## src/rtl/clock_seq_scan.sv

```systemverilog
// Time-of-day sequencer with a four-digit multiplexed display scan.
// Time is held as 24-hour BCD; the 12-hour view exists only on the display path.
module clock_seq_scan #(
  parameter int SCAN_DIV         = 4,
  parameter bit DIGIT_ACTIVE_LOW = 1'b0
) (
  input  logic       Clock,
  input  logic       Reset,
  input  logic       Tick,
  input  logic       SyncMinIn,
  input  logic       SyncHourIn,
  input  logic       Mode12,
  input  logic       Blank,
  output logic [3:0] Digit,
  output logic [3:0] D,
  output logic       DP,
  output logic       PM,
  output logic [3:0] min1,
  output logic [2:0] min10,
  output logic [3:0] hour1,
  output logic [1:0] hour10
);

  localparam int CW = (SCAN_DIV > 1) ? $clog2(SCAN_DIV) : 1;
  localparam logic [CW-1:0] TC = CW'(SCAN_DIV - 1);
  localparam logic [3:0] OFF = DIGIT_ACTIVE_LOW ? 4'hF : 4'h0;

  logic [CW-1:0] cnt, cnt_n;
  logic [1:0]    slot, slot_n;
  logic          colon;

  logic          sync, tick_on, min_wrap;
  logic          min_inc, hour_inc;
  logic [3:0]    min1_n, hour1_n;
  logic [2:0]    min10_n;
  logic [1:0]    hour10_n;

  logic [1:0]    dh10;
  logic [3:0]    dh1;
  logic [3:0]    digit_n, d_n;
  logic          dp_n, pm_n;

  // Any sync pulse pre-empts a same-cycle tick.
  assign sync     = SyncMinIn | SyncHourIn;
  assign tick_on  = Tick & ~sync;
  assign min_wrap = (min10 == 3'd5) && (min1 == 4'd9);
  assign min_inc  = SyncMinIn | tick_on;
  assign hour_inc = SyncHourIn | (tick_on & min_wrap);

  always_comb begin
    min1_n  = min1;
    min10_n = min10;
    if (min_inc) begin
      if (min1 == 4'd9) begin
        min1_n  = 4'd0;
        min10_n = (min10 == 3'd5) ? 3'd0 : min10 + 3'd1;
      end else begin
        min1_n  = min1 + 4'd1;
      end
    end
  end

  always_comb begin
    hour1_n  = hour1;
    hour10_n = hour10;
    if (hour_inc) begin
      if (hour10 == 2'd2 && hour1 == 4'd3) begin
        hour1_n  = 4'd0;
        hour10_n = 2'd0;
      end else if (hour1 == 4'd9) begin
        hour1_n  = 4'd0;
        hour10_n = hour10 + 2'd1;
      end else begin
        hour1_n  = hour1 + 4'd1;
      end
    end
  end

  always_ff @(posedge Clock) begin
    if (Reset) begin
      min1   <= '0;
      min10  <= '0;
      hour1  <= '0;
      hour10 <= '0;
      colon  <= 1'b0;
    end else begin
      min1   <= min1_n;
      min10  <= min10_n;
      hour1  <= hour1_n;
      hour10 <= hour10_n;
      colon  <= colon ^ tick_on;
    end
  end

  always_ff @(posedge Clock) begin
    if (Reset) begin
      cnt  <= '0;
      slot <= 2'd0;
    end else begin
      cnt  <= cnt_n;
      slot <= slot_n;
    end
  end

  always_comb begin
    cnt_n  = cnt + 1'b1;
    slot_n = slot;
    if (cnt == TC) begin
      cnt_n  = '0;
      slot_n = slot + 2'd1;
    end
  end

  always_comb begin
    dh10 = hour10;
    dh1  = hour1;
    if (Mode12) begin
      unique case (1'b1)
        hour10 == 2'd0 && hour1 == 4'd0: begin
          dh10 = 2'd1;
          dh1  = 4'd2;
        end
        hour10 == 2'd1 && hour1 > 4'd2: begin
          dh10 = 2'd0;
          dh1  = hour1 - 4'd2;
        end
        hour10 == 2'd2 && hour1 < 4'd2: begin
          dh10 = 2'd0;
          dh1  = hour1 + 4'd8;
        end
        hour10 == 2'd2 && hour1 >= 4'd2: begin
          dh10 = 2'd1;
          dh1  = hour1 - 4'd2;
        end
        default: ;
      endcase
    end
  end

  always_comb begin
    d_n = 4'hF;
    case (slot)
      2'd0: d_n = (Mode12 && dh10 == 2'd0) ? 4'hF : {2'b00, dh10};
      2'd1: d_n = dh1;
      2'd2: d_n = {1'b0, min10};
      2'd3: d_n = min1;
    endcase
    digit_n = Blank ? 4'h0 : (4'b0001 << slot);
    if (DIGIT_ACTIVE_LOW)
      digit_n = ~digit_n;
    dp_n = (slot == 2'd1) && colon;
    pm_n = (hour10 == 2'd2) || (hour10 == 2'd1 && hour1 >= 4'd2);
  end

  always_ff @(posedge Clock) begin
    if (Reset) begin
      Digit <= OFF;
      D     <= 4'h0;
      DP    <= 1'b0;
      PM    <= 1'b0;
    end else begin
      Digit <= digit_n;
      D     <= d_n;
      DP    <= dp_n;
      PM    <= pm_n;
    end
  end

endmodule

```

## config.mk

```make
export PLATFORM = sky130hd
export DESIGN_NAME = clock_seq_scan
export DESIGN_NICKNAME = d
export VERILOG_FILES = /design/src/rtl/clock_seq_scan.sv
export SDC_FILE = /design/constraint.sdc
export NUM_CORES = 1
export LEC_CHECK = 0
export CELL_PAD_IN_SITES_DETAIL_PLACEMENT = 0
export CELL_PAD_IN_SITES_GLOBAL_PLACEMENT = 2
export CORE_AREA = 2 2 68 83
export DETAILED_ROUTE_END_ITERATION = 8
export DIE_AREA = 0 0 70 85
export PLACE_DENSITY = 0.78
export SETUP_SLACK_MARGIN = 0.02
export SYNTH_ARGS = -nofsm -noshare
export SYNTH_HDL_FRONTEND = slang
export SYNTH_SLANG_ARGS = --single-unit
```

## constraint.sdc

```tcl
create_clock -name Clock -period 1.72 [get_ports Clock]
set_input_delay 0.344 -clock Clock [delete_from_list [all_inputs] [get_ports Clock]]
set_output_delay 0.344 -clock Clock [all_outputs]
set_load 0.005 [all_outputs]
```

Yosys cells after proc, flatten, opt, wreduce, memory -nomap -nowiden
Cells that the tools add are included.
- eq/ne operators: 10
- shifts and indexed selects: 1
- order comparisons: 3
- reductions and logical operators: 22
- muxes and demuxes: 12
- bitwise gates (word level): 7
- $add $sub $neg: 8
- operator list (kind ; count):
    $mux W4 ; 5
    $pmux W4 S4 ; 1
    $pmux W4 S3 ; 1
    $reduce_or A2 Y1 ; 5
    $logic_and A1 B1 Y1 ; 9
    $add A4 B1 Y4 const B ; 2
    $eq A2 B2 Y1 const B ; 4
    $eq A4 B4 Y1 const B ; 2
    $add A2 B1 Y2 const B ; 3
    $logic_not A2 Y1 ; 3
    $mux W2 ; 3
    $add A4 B4 Y4 const B ; 1
    $eq A2 B1 Y1 const B ; 2
    $eq A4 B2 Y1 const B ; 1
    $ge A4 B2 Y1 const B ; 1
    $gt A4 B2 Y1 const B ; 1
    $logic_not A4 Y1 ; 1
    $lt A4 B2 Y1 const B ; 1
    $pmux W2 S2 ; 1
    $reduce_and A2 Y1 ; 2
    $shl A1 B2 Y4 const A ; 1
    $sub A4 B2 Y4 const B ; 1
    $add A3 B1 Y3 const B ; 1
    $eq A3 B3 Y1 const B ; 1
    7 further kinds ; 10
- output and inout port bits: 23
- input port bits: 7
- word-level logic and storage cells: 74
- bits in registers: 28

Longest topological paths before layout
- word-level depth: 9
- depth in mapped cells: 7
- depth with buffers taken out: 5

Worst setup path before layout
OpenSTA, ideal clock, no wires.
- kind: register to register
- from: register hour1[1]
- to: register D[3]
- path buffers: 2
- cell stages (with the launch flop): 8
- slack: 0.159 ns
- arrival time: 1.501 ns
- setup time: 0.060 ns
- data required time: 1.660 ns
- period minus slack after synthesis: 1.561 ns
- cell sequence: dfxtp_1 > buf_2 > buf_2 > inv_1 > ha_1 > or2_1 > a31oi_1 > o221a_1
- word-level cells in the longest chain between the ends: 9
- elaborated cells between the ends (all ways): 21
- classes of those cells: 2 x add/sub; 3 x order compare; 6 x mux; 10 x reduce/logical
- ends and longest elaborated chain (item ; line ; text):
    from (decl) ; 20 ; output logic [3:0] hour1,
    from (signal assigned) ; 89 ; hour1 <= hour1_n;
    $ge A4 B2 Y1, or another cell as far along ; 131 ; hour10 == 2'd2 && hour1 >= 4'd2: begin
    $logic_and A1 B1 Y1, on equally long branches ; n/a ;
    $reduce_or A2 Y1 (no line) ; n/a ;
    $pmux W2 S2 ; 118 ; unique case (1'b1)
    $mux W2 ; 117 ; if (Mode12) begin
    $logic_not A2 Y1 ; 143 ; 2'd0: d_n = (Mode12 && dh10 == 2'd0) ? 4'hF : {2'b00, dh10};
    $logic_and A1 B1 Y1 ; 143 ;
    $mux W4 ; 143 ;
    $pmux W4 S4 (*) ; 142 ; case (slot)
    to (signal assigned) ; 163 ; D <= d_n;
    to (decl) ; 15 ; output logic [3:0] D,
Every way passes the cells marked *; elsewhere a longest branch is shown, timed or not.
A chain may end at the register's enable or synchronous reset.

Final worst setup path
- from: register hour1[1]
- to: output hour1[1]
No word-level cell between the ends.

==> impl_metrics.toml <==
[placement]
place_congestion = 0.8233
dpl.hpwl_mm = 2.874
numPortBuffers = 29
dpl.cell_count = 273
place_area_um2 = 1981

[floorplanning]
top_level_ports = 30
start_util_pct = 29.31
die_y_um = 85
std_cell_rows = 29
dieWidth_um = 70
dieArea_um2 = 5950
coreArea_um2 = 5152

[sta]
finalCritPeriodShare_pct = 94.74
slew_headroom_pct = 76.16
clock_skew_ps = 2.397
final-setup-viol-count = 0
hold_ws_ps = 431.4
drv_slew = 0
worstMarginPinSlew_ps = 353.2
rsz0062_at_grt = "no"
fmax_ghz = 0.6137
finalHoldViolations = 0
post-route-min-period_ps = 1630

[grt]
antenna_found_initial = 0
grt_first_pass_wirelength_mm = 6.679
grtUsageTotal_pct = 13.65
grt_overflow = 0
grt_pass1_vias = 1460
grt_max_degree = 27

[worst_setup_path]
crit_path_end_kind = "output port"
start_kind = "register"
critPathArrivalTime_ps = 1290
reg2reg_slack_ps = 160
crit_fanout = 5
cp.required_ps = 1380
worstSetupPathType = "reg2out"

[clocking]
cts_resized = 3
post_cts_buffers = 0
clock_sinks = 28
clockRootBuffer = "clkbuf_8"
numCtsBuffers = 3
clkTransAtPathRegs_ps = 90
htree_levels = 1
clk_path_buf_depth = 2
cts_tree = "done"
clkLatencyLatePin_ps = 270
cts_hold_buf = 0

[route]
wirelength_mm = 3.762
dr_total_vias = 1416
viasPerCell = 5.112
drtAntennaViolNets = 0
drt_iter0_drc = 77
wl_per_cell_um = 13.58
first_pass_iters = 5
drc_errors = 0

[layout]
nNetsFinal = 230
stdcell_area_um2 = 2052
fin_util_pct = 39.83
fillCellCount = 529
area_growth_pct = 35.87
fin_cells = 277
antenna_cells = 0
final_layout_size_suffix_gt1_share_pct = 17.21

[logic_synthesis]
synthArstFlopShare_pct = 0
syn-cell-area_um2 = 1510
yosys_register_bits = 28
synth_ff_type = "dfxtp_1"
synth_area_per_cell_um2 = 8.729
synth_cells = 173
yosysSeqAreaShare_pct = 37.12
synth_area_leaders = "dfxtp_1 37%, ha_1 5.8%, nor2_1 4.2%"
syn_nets = 187
synth_cell_types = 47
synth_top_area_share_pct = 37.12
synth_edf_count = 0
yosysWarnings = 0
synth_top_area_cell = "dfxtp_1"

[worst_hold_path]
hold_class = "reg2reg"

[pwr]
powerDensity_nw_per_um2 = 660.6
p_leak_uw = 0.0007844
vdd_ir_drop_max_mv = 0.3574

[job]
drv_cap = 0

[status]
outcome = "complete, no violations"
==> cells in the final DEF (no fill, tap or decap), drive strengths merged, types with 4 or more instances in the layout <==
cell type | netlist | final
dfxtp | 28 | 28
xor2 | 4 | 4
nand2 | 11 | 11
nor2 | 17 | 17
nor2b | 5 | 5
o21ai | 8 | 8
nor3b | 5 | 5
a21oi | 9 | 9
inv | 5 | 5
xnor2 | 4 | 4
nand3 | 5 | 5
nand2b | 5 | 5
ha | 7 | 7
buf | 7 | 19
nor3 | 11 | 11
clkbuf | 3 | 4
clkdlybuf4s50 | 0 | 29
==> critical path, cell delays in order, from the launching register on <==
cell and delay (ps):
dfxtp_4 390, buf_4 130, clkdlybuf4s50_1 490
==> cells by family (layout without fill, tap and decap cells) <==
logic type | count (synthesis) | count (layout) | share of synthesized area (%)
DFF | 28 | 28 | 37.12
adders and majority gates | 7 | 7 | 5.799
muxes | 2 | 2 | 1.326
xor gates and xnor gates | 8 | 8 | 4.639
and+or+nand+nor | 73 | 73 | 27.01
buffers and inverters | 15 | 57 | 4.723
AOI/OAI and AO/OA | 40 | 40 | 19.39
==> report_power, final <==
part	switching (uW)	internal, uW	total (uW)
clock	201	205	406
combinational	111	135	245
sequential	27.1	677	704
==> state kept, by name (all words and copies together) (netlist names) <==
name    cells
PM          1
cnt         2
hour1       4
slot        2
min1        4
hour10      2
Digit       4
D           4
min10       3
colon       1
DP          1
==> final cells by class <==
type                            count  area (um2)  share of cell area (%)
Inverter                            5       18.77                  0.9146
Sequential cell                    28       574.3                   27.99
Timing Repair Buffer               48       445.4                   21.71
Multi-Input combinational cell    130       880.8                   42.93
Tap cell                           62       77.57                   3.780
Clock buffer                        4       55.05                   2.683
==> final timing paths <==
path	startpoint	endpoint	cells past startpoint
min	cnt[0]	cnt[0]	1
max reg2reg	hour1[3]	D[3]	6
max	hour1[1]	hour1[1]	2
min reg2reg	cnt[0]	cnt[0]	1
==> synth_stat cells (2+ instances only) <==
master	instances
nor3b_1	5
a21boi_1	2
o21a_1	3
nand3_1	5
inv_1	5
o22ai_1	2
a21oi_1	9
o21ai_0	5
a221o_1	2
and4bb_1	2
and3_1	3
nor2_1	17
a31oi_1	2
clkbuf_1	3
xor2_1	4
ha_1	7
buf_2	6
dfxtp_1	28
xnor2_1	4
mux2i_1	2
nand2b_1	5
o311ai_0	2
o21ai_1	3
nand2_1	10
nor2b_1	5
nor3_1	10
or3_1	2
==> per-layer routing <==
layer  wire length, um  global-route usage [%]  up-vias
li1                  -                       -      709
met1              1643                   16.11      665
met2              1916                   24.59       33
met3               114                   1.900        9
met4                89                   5.769        0
met5                 0                       0        -
==> metrics by stage <==
step / power [uW] / setup slack [ps] / TNS (ps)
after floorplan: 846.6 / 159.2 / 0
after global placement: 962.2 / -47.83 / -118.2
after detailed placement: 965.5 / -97.52 / -280.8
after CTS: 1373 / 41.04 / 0
after global routing: 1435 / 26.46 / 0
final: 1356 / 90.48 / 0
Note: power is estimated with default switching activity, not from simulation.
==> RTL edit 1 (same settings) <==
The parameter `SCAN_DIV` goes from 4 to 2.
--- a/src/rtl/clock_seq_scan.sv
+++ b/src/rtl/clock_seq_scan.sv
@@ -2,5 +2,5 @@
 // Time is held as 24-hour BCD; the 12-hour view exists only on the display path.
 module clock_seq_scan #(
-  parameter int SCAN_DIV         = 4,
+  parameter int SCAN_DIV         = 2,
   parameter bit DIGIT_ACTIVE_LOW = 1'b0
 ) (
Check against the original RTL: not equivalent (Yosys sat finds a counterexample within 4 cycles, from zero or initial values and one cycle with Reset high).
==> RTL edit 1 against the original RTL <==
  * Die area stayed put
  * Cell count is 1.1% higher
  * Total power is 3.0% lower
  * Utilization is 0.29 points higher
  * Design area is 0.73% higher
  * Non-clock buffer count is 9 higher
  * Critical path depth is 4 higher
  * Setup slack better by 1.7 ps
  * Area after synthesis is 7.2% lower
  * Routed wire length is 6.7% higher
  * First-iteration DRC count is 40% lower
  * Sequential cell count is 1 lower
  * Clock power is 9.4% lower
  * Largest cell class unchanged
==> RTL edit 1: results (changes against the original RTL) <==
| Metric | Value |
|---|---|
| Status | completed |
| Min-delay src | cnt$_SDFF_PP0_ |
| Leakage power total | 0.790 nW (+0.74%) |
| Met3 Use GR | 0.0178 (-0.00119) |
| Critical path peak fanout | 3 (-2) |
| Sequential area share after synthesis | 0.386 (+0.0145) |
| Worst Setup SP | SyncHourIn |
| Placed cell count | 274 (+0.37%) |
| CP max stage delay | 510 ps (+20 ps) |
| Largest net degree at the start of global routing | 20 (-26%) |
| Setup WS pre-CTS | -380 ps (-282 ps) |
| VDD IR-drop max | 0.000383 V (+7.0%) |
| Critical path arrival | 1830 ps (+540 ps) |
| Total track usage | 0.136 (-0.000639) |
| Synth top area cells | dfxtp_1, ha_1, a21oi_1, nor2_1, o21ai_0 |
| Wl on met1 | 1760 um (+7.4%) |
| Met3 Routed Length | 153 um (+34%) |
| Met2 WL | 2000 um (+4.5%) |
| Mapped Nets | 181 (-3.2%) |
| NumNets Final | 232 (+0.87%) |
| Final Skew | 8.59 ps (+6.20 ps) |
| Vias in the first global route | 1419 (-2.8%) |
| Netlist cell types | 43 (-8.5%) |
| Post-Synthesis Cells | 168 (-2.9%) |
| Detailed router's first-iteration violation count | 46 (-40%) |
| Routed WL per cell | 14.3 um (+5.6%) |
| Routed WL | 4010 um (+6.7%) |
| Pre-Repair DR Iteration Count | 4 (-1) |
| Layout cells sized above 1 | 0.206 (+0.0343) |
| Met1 usage | 0.163 (+0.00181) |
-- RTL edit 1: changes by cell type in the layout (fill, tap and decap cells not counted), sizes merged, moves of 3 or more --
cell | before | now
nor3b | 5 | 2
buf | 19 | 28
nor3 | 11 | 3
o21ai | 8 | 12
nand2b | 5 | 2
nand3b | 0 | 3
a21oi | 9 | 14
-- RTL edit 1: logic make-up after synthesis --
kind of cell / after synthesis / synth area share
flip-flops: 27 / 0.386
adder cells (fa/ha/maj): 7 / 0.0607
multiplexers: 1 / 0.00714
buffers and inverters: 18 / 0.0509
AND/OR/NAND/NOR: 63 / 0.250
AO/OA/AOI/OAI: 46 / 0.208
XOR/XNOR: 6 / 0.0375
-- RTL edit 1: stage by stage --
stage                     cell area [sq um]  hold slack, ps
after CTS                              2010             478
after global routing                   2070             507
after floorplan                        1400             421
final                                  2070             476
after detailed placement               1930             454
after global placement                 1930             450
-- RTL edit 1: area by class of cell --
class	instances	area [sq um]
fill	534	3090
multi-input combinational	123	837
sequential	27	547
timing repair buffer	57	534
tap	62	77.6
clock buffer	4	45.0
inverter	7	26.3
-- RTL edit 1: path summary, 6_finish.rpt --
path / cells past startpoint / to / slack (ps)
max: 6 / min10[2]$_SDFFE_PP0P_ / 90
min: 1 / cnt$_SDFF_PP0_ / 480
max reg2reg: 6 / D[2]$_SDFF_PP0_ / 100
min reg2reg: 1 / cnt$_SDFF_PP0_ / 480
-- RTL edit 1: timing repair --
item,4_1_cts,5_1_grt
hold endpoints to repair,0,0
gates cloned,0,0
setup endpoints to repair,5,12
pin swaps,2,1
setup buffers,1,1
resized for setup,5,12
-- RTL edit 1: power breakdown --
group	internal (mW)	leakage [nW]	switching (mW)
logic	0.145	0.545	0.121
clock network	0.166	0.0228	0.202
registers	0.657	0.222	0.0244
total	0.968	0.790	0.347
==> RTL edit 2 (config.mk and constraints unchanged) <==
Without the edit above. Add an input register stage for `Tick`, `SyncMinIn`, `SyncHourIn`, `Mode12` and `Blank`, cleared by the reset; this delays them by one clock.
--- a/src/rtl/clock_seq_scan.sv
+++ b/src/rtl/clock_seq_scan.sv
@@ -26,4 +26,26 @@
   localparam logic [3:0] OFF = DIGIT_ACTIVE_LOW ? 4'hF : 4'h0;
 
+  logic Tick_q;
+  logic SyncMinIn_q;
+  logic SyncHourIn_q;
+  logic Mode12_q;
+  logic Blank_q;
+
+  always_ff @(posedge Clock) begin
+    if (Reset) begin
+      Tick_q       <= '0;
+      SyncMinIn_q  <= '0;
+      SyncHourIn_q <= '0;
+      Mode12_q     <= '0;
+      Blank_q      <= '0;
+    end else begin
+      Tick_q       <= Tick;
+      SyncMinIn_q  <= SyncMinIn;
+      SyncHourIn_q <= SyncHourIn;
+      Mode12_q     <= Mode12;
+      Blank_q      <= Blank;
+    end
+  end
+
   logic [CW-1:0] cnt, cnt_n;
   logic [1:0]    slot, slot_n;
@@ -42,9 +64,9 @@
 
   // Any sync pulse pre-empts a same-cycle tick.
-  assign sync     = SyncMinIn | SyncHourIn;
-  assign tick_on  = Tick & ~sync;
+  assign sync     = SyncMinIn_q | SyncHourIn_q;
+  assign tick_on  = Tick_q & ~sync;
   assign min_wrap = (min10 == 3'd5) && (min1 == 4'd9);
-  assign min_inc  = SyncMinIn | tick_on;
-  assign hour_inc = SyncHourIn | (tick_on & min_wrap);
+  assign min_inc  = SyncMinIn_q | tick_on;
+  assign hour_inc = SyncHourIn_q | (tick_on & min_wrap);
 
   always_comb begin
@@ -115,5 +137,5 @@
     dh10 = hour10;
     dh1  = hour1;
-    if (Mode12) begin
+    if (Mode12_q) begin
       unique case (1'b1)
         hour10 == 2'd0 && hour1 == 4'd0: begin
@@ -141,10 +163,10 @@
     d_n = 4'hF;
     case (slot)
-      2'd0: d_n = (Mode12 && dh10 == 2'd0) ? 4'hF : {2'b00, dh10};
+      2'd0: d_n = (Mode12_q && dh10 == 2'd0) ? 4'hF : {2'b00, dh10};
       2'd1: d_n = dh1;
       2'd2: d_n = {1'b0, min10};
       2'd3: d_n = min1;
     endcase
-    digit_n = Blank ? 4'h0 : (4'b0001 << slot);
+    digit_n = Blank_q ? 4'h0 : (4'b0001 << slot);
     if (DIGIT_ACTIVE_LOW)
       digit_n = ~digit_n;
Check against the original RTL: not equivalent (Yosys sat finds a counterexample within 4 cycles, from zero or initial values and one cycle with Reset high).
==> RTL edit 2 against the original RTL <==
  * Clock skew is 6.5 ps higher
  * Critical path type unchanged
  * Total power is 30% higher
  * Routed wire length is 12% higher
  * Utilization rose by 5.7 points
  * Largest power group unchanged
  * Sequential cell count is 5 higher
  * Design area grew 14%
  * Setup slack lost 17 ps
  * Area after synthesis is 13% higher
==> RTL edit 2: results (changes against the original RTL) <==
| Metric | Value |
|---|---|
| Via count | 1589 (+12%) |
| Async SR Flop Fraction | 0 (unchanged) |
| Warning count from the yosys run | 0 (unchanged) |
| NumNets Final | 249 (+8.3%) |
| Critical path arrival | 1300 ps |
| Worst-Skew Late Latency | 290 ps (+20 ps) |
| Routability cong. | 0.811 (-1.5%) |
| Critical path peak fanout | 12 (+7) |
| Total track usage | 0.149 (+0.0120) |
| Port bufs | 29 (unchanged) |
| Clock Tree Buf Depth | 2 (unchanged) |
| Family with the most delay on the worst path | buffers and inverters |
| Worst-Margin Slew | 481 ps (+128 ps) |
| Layout cells sized above 1 | 0.199 (+0.0271) |
| VDD IR-drop max | 0.000505 V (+41%) |
| CP max stage delay | 550 ps (+60 ps) |
| Vias in the first global route | 1514 (+3.7%) |
| Netlist cell types | 54 (+15%) |
| Area post-placement | 2180 sq um (+9.9%) |
| Status | completed |
| Largest net degree at the start of global routing | 30 (+11%) |
| Clock-pin slew on the worst setup and hold paths | 80 ps |
| Detailed router's first-iteration violation count | 102 (+32%) |
| Final Skew | 8.91 ps (+6.52 ps) |
| H-tree depth | 2 (+1) |
| Slowest cell on crit path | clkdlybuf4s50_1 |
| Sequential area share after synthesis | 0.387 (+0.0154) |
| Initial antenna violation count | 0 (unchanged) |
| First-pass GRT wire length | 7040 um (+5.5%) |
| Main synth FF type | dfxtp_1 |
| CTS buffer count | 5 (+2) |
| Root Driver | clkbuf_8 |
| Routed WL | 4220 um (+12%) |
| Synth top area cells | dfxtp_1, ha_1, a21oi_1, nor2b_1, o21ai_0 |
| Mapped Nets | 203 (+8.6%) |
| Leakage power total | 0.862 nW (+9.9%) |
| Placed wire-length estimate | 3160 um (+9.9%) |
| Antenna diode count | 0 (unchanged) |
| Fillers | 534 (+0.95%) |
| Pre-Repair DR Iteration Count | 4 (-1) |
| Synth top cells by count | dfxtp_1, a21oi_1, nor2_1 |
| Path category of the worst min-delay check | flip-flop to flip-flop |
==> RTL edit 2: cell types whose count changed in the layout (fill, tap and decap cells not counted), sizes merged, moves of 4 or more <==
cell,delta
dfxtp,+5
inv,+7
nor3,-7
a21oi,+6
nor2b,+4
o21ai,+4
nor2,-5
==> RTL edit 2: per-stage QoR <==
step / worst slack, ps / total power [mW] / instances / hold WS (ps) / utilization
2_1_floorplan: 197 / 0.940 / 189 / 399 / -
3_3_place_gp: 48.2 / 1.03 / 289 / 414 / 0.423
3_5_place_dp: 24.5 / 1.03 / 289 / 416 / 0.423
4_1_cts: 2.85 / 1.78 / 297 / 429 / 0.447
5_1_grt: 16.4 / 1.85 / 298 / 445 / 0.455
6_report: 73.5 / 1.76 / 298 / 428 / 0.455
==> RTL edit 2: power by group <==
part | switching (mW) | internal [mW]
logic | 0.0848 | 0.109
registers | 0.0277 | 0.793
clock network | 0.311 | 0.434
==> RTL edit 2: cell families after synthesis <==
kind of cell | count (synthesis) | synth area share
AO/OA/AOI/OAI | 56 | 0.243
XOR/XNOR | 5 | 0.0256
adder cells (fa/ha/maj) | 7 | 0.0512
buffers and inverters | 21 | 0.0542
flip-flops | 33 | 0.387
multiplexers | 3 | 0.0176
AND/OR/NAND/NOR | 64 | 0.222
==> RTL edit 2: worst paths after layout <==
kind                                            start                end  slack, ps  cells after the start
worst max register to register   slot[1]$_SDFFE_PP0P_    D[3]$_SDFF_PP0_        130                      6
worst min register to register      cnt[0]$_SDFF_PP0_  cnt[0]$_SDFF_PP0_        430                      1
worst min-delay path                cnt[0]$_SDFF_PP0_  cnt[0]$_SDFF_PP0_        430                      1
worst max-delay path            hour1[3]$_SDFFE_PP0P_           hour1[3]         70                      1
==> RTL edit 2: final cells by class <==
class	count	share of cell area
clock buffer	5	0.0294
clock inverter	3	0.0198
inverter	12	0.0192
multi-input combinational	135	0.419
sequential	33	0.291
tap	62	0.0331
timing repair buffer	48	0.189
==> RTL edit 2: timing repair <==
| item | CTS | global route |
|---|---|---|
| endpoints found under the hold margin | 0 | 0 |
| resized for setup | 7 | 10 |
| setup buffers | 0 | 1 |
| endpoints found under the setup margin | 7 | 8 |
==> RTL edit 2: routing by layer <==
metal	vias up	wire, um	track usage
li1	783	-	-
met1	757	1870	0.177
met2	39	2080	0.254
met3	10	169	0.0392
met4	0	102	0.0594
met5	-	0	0
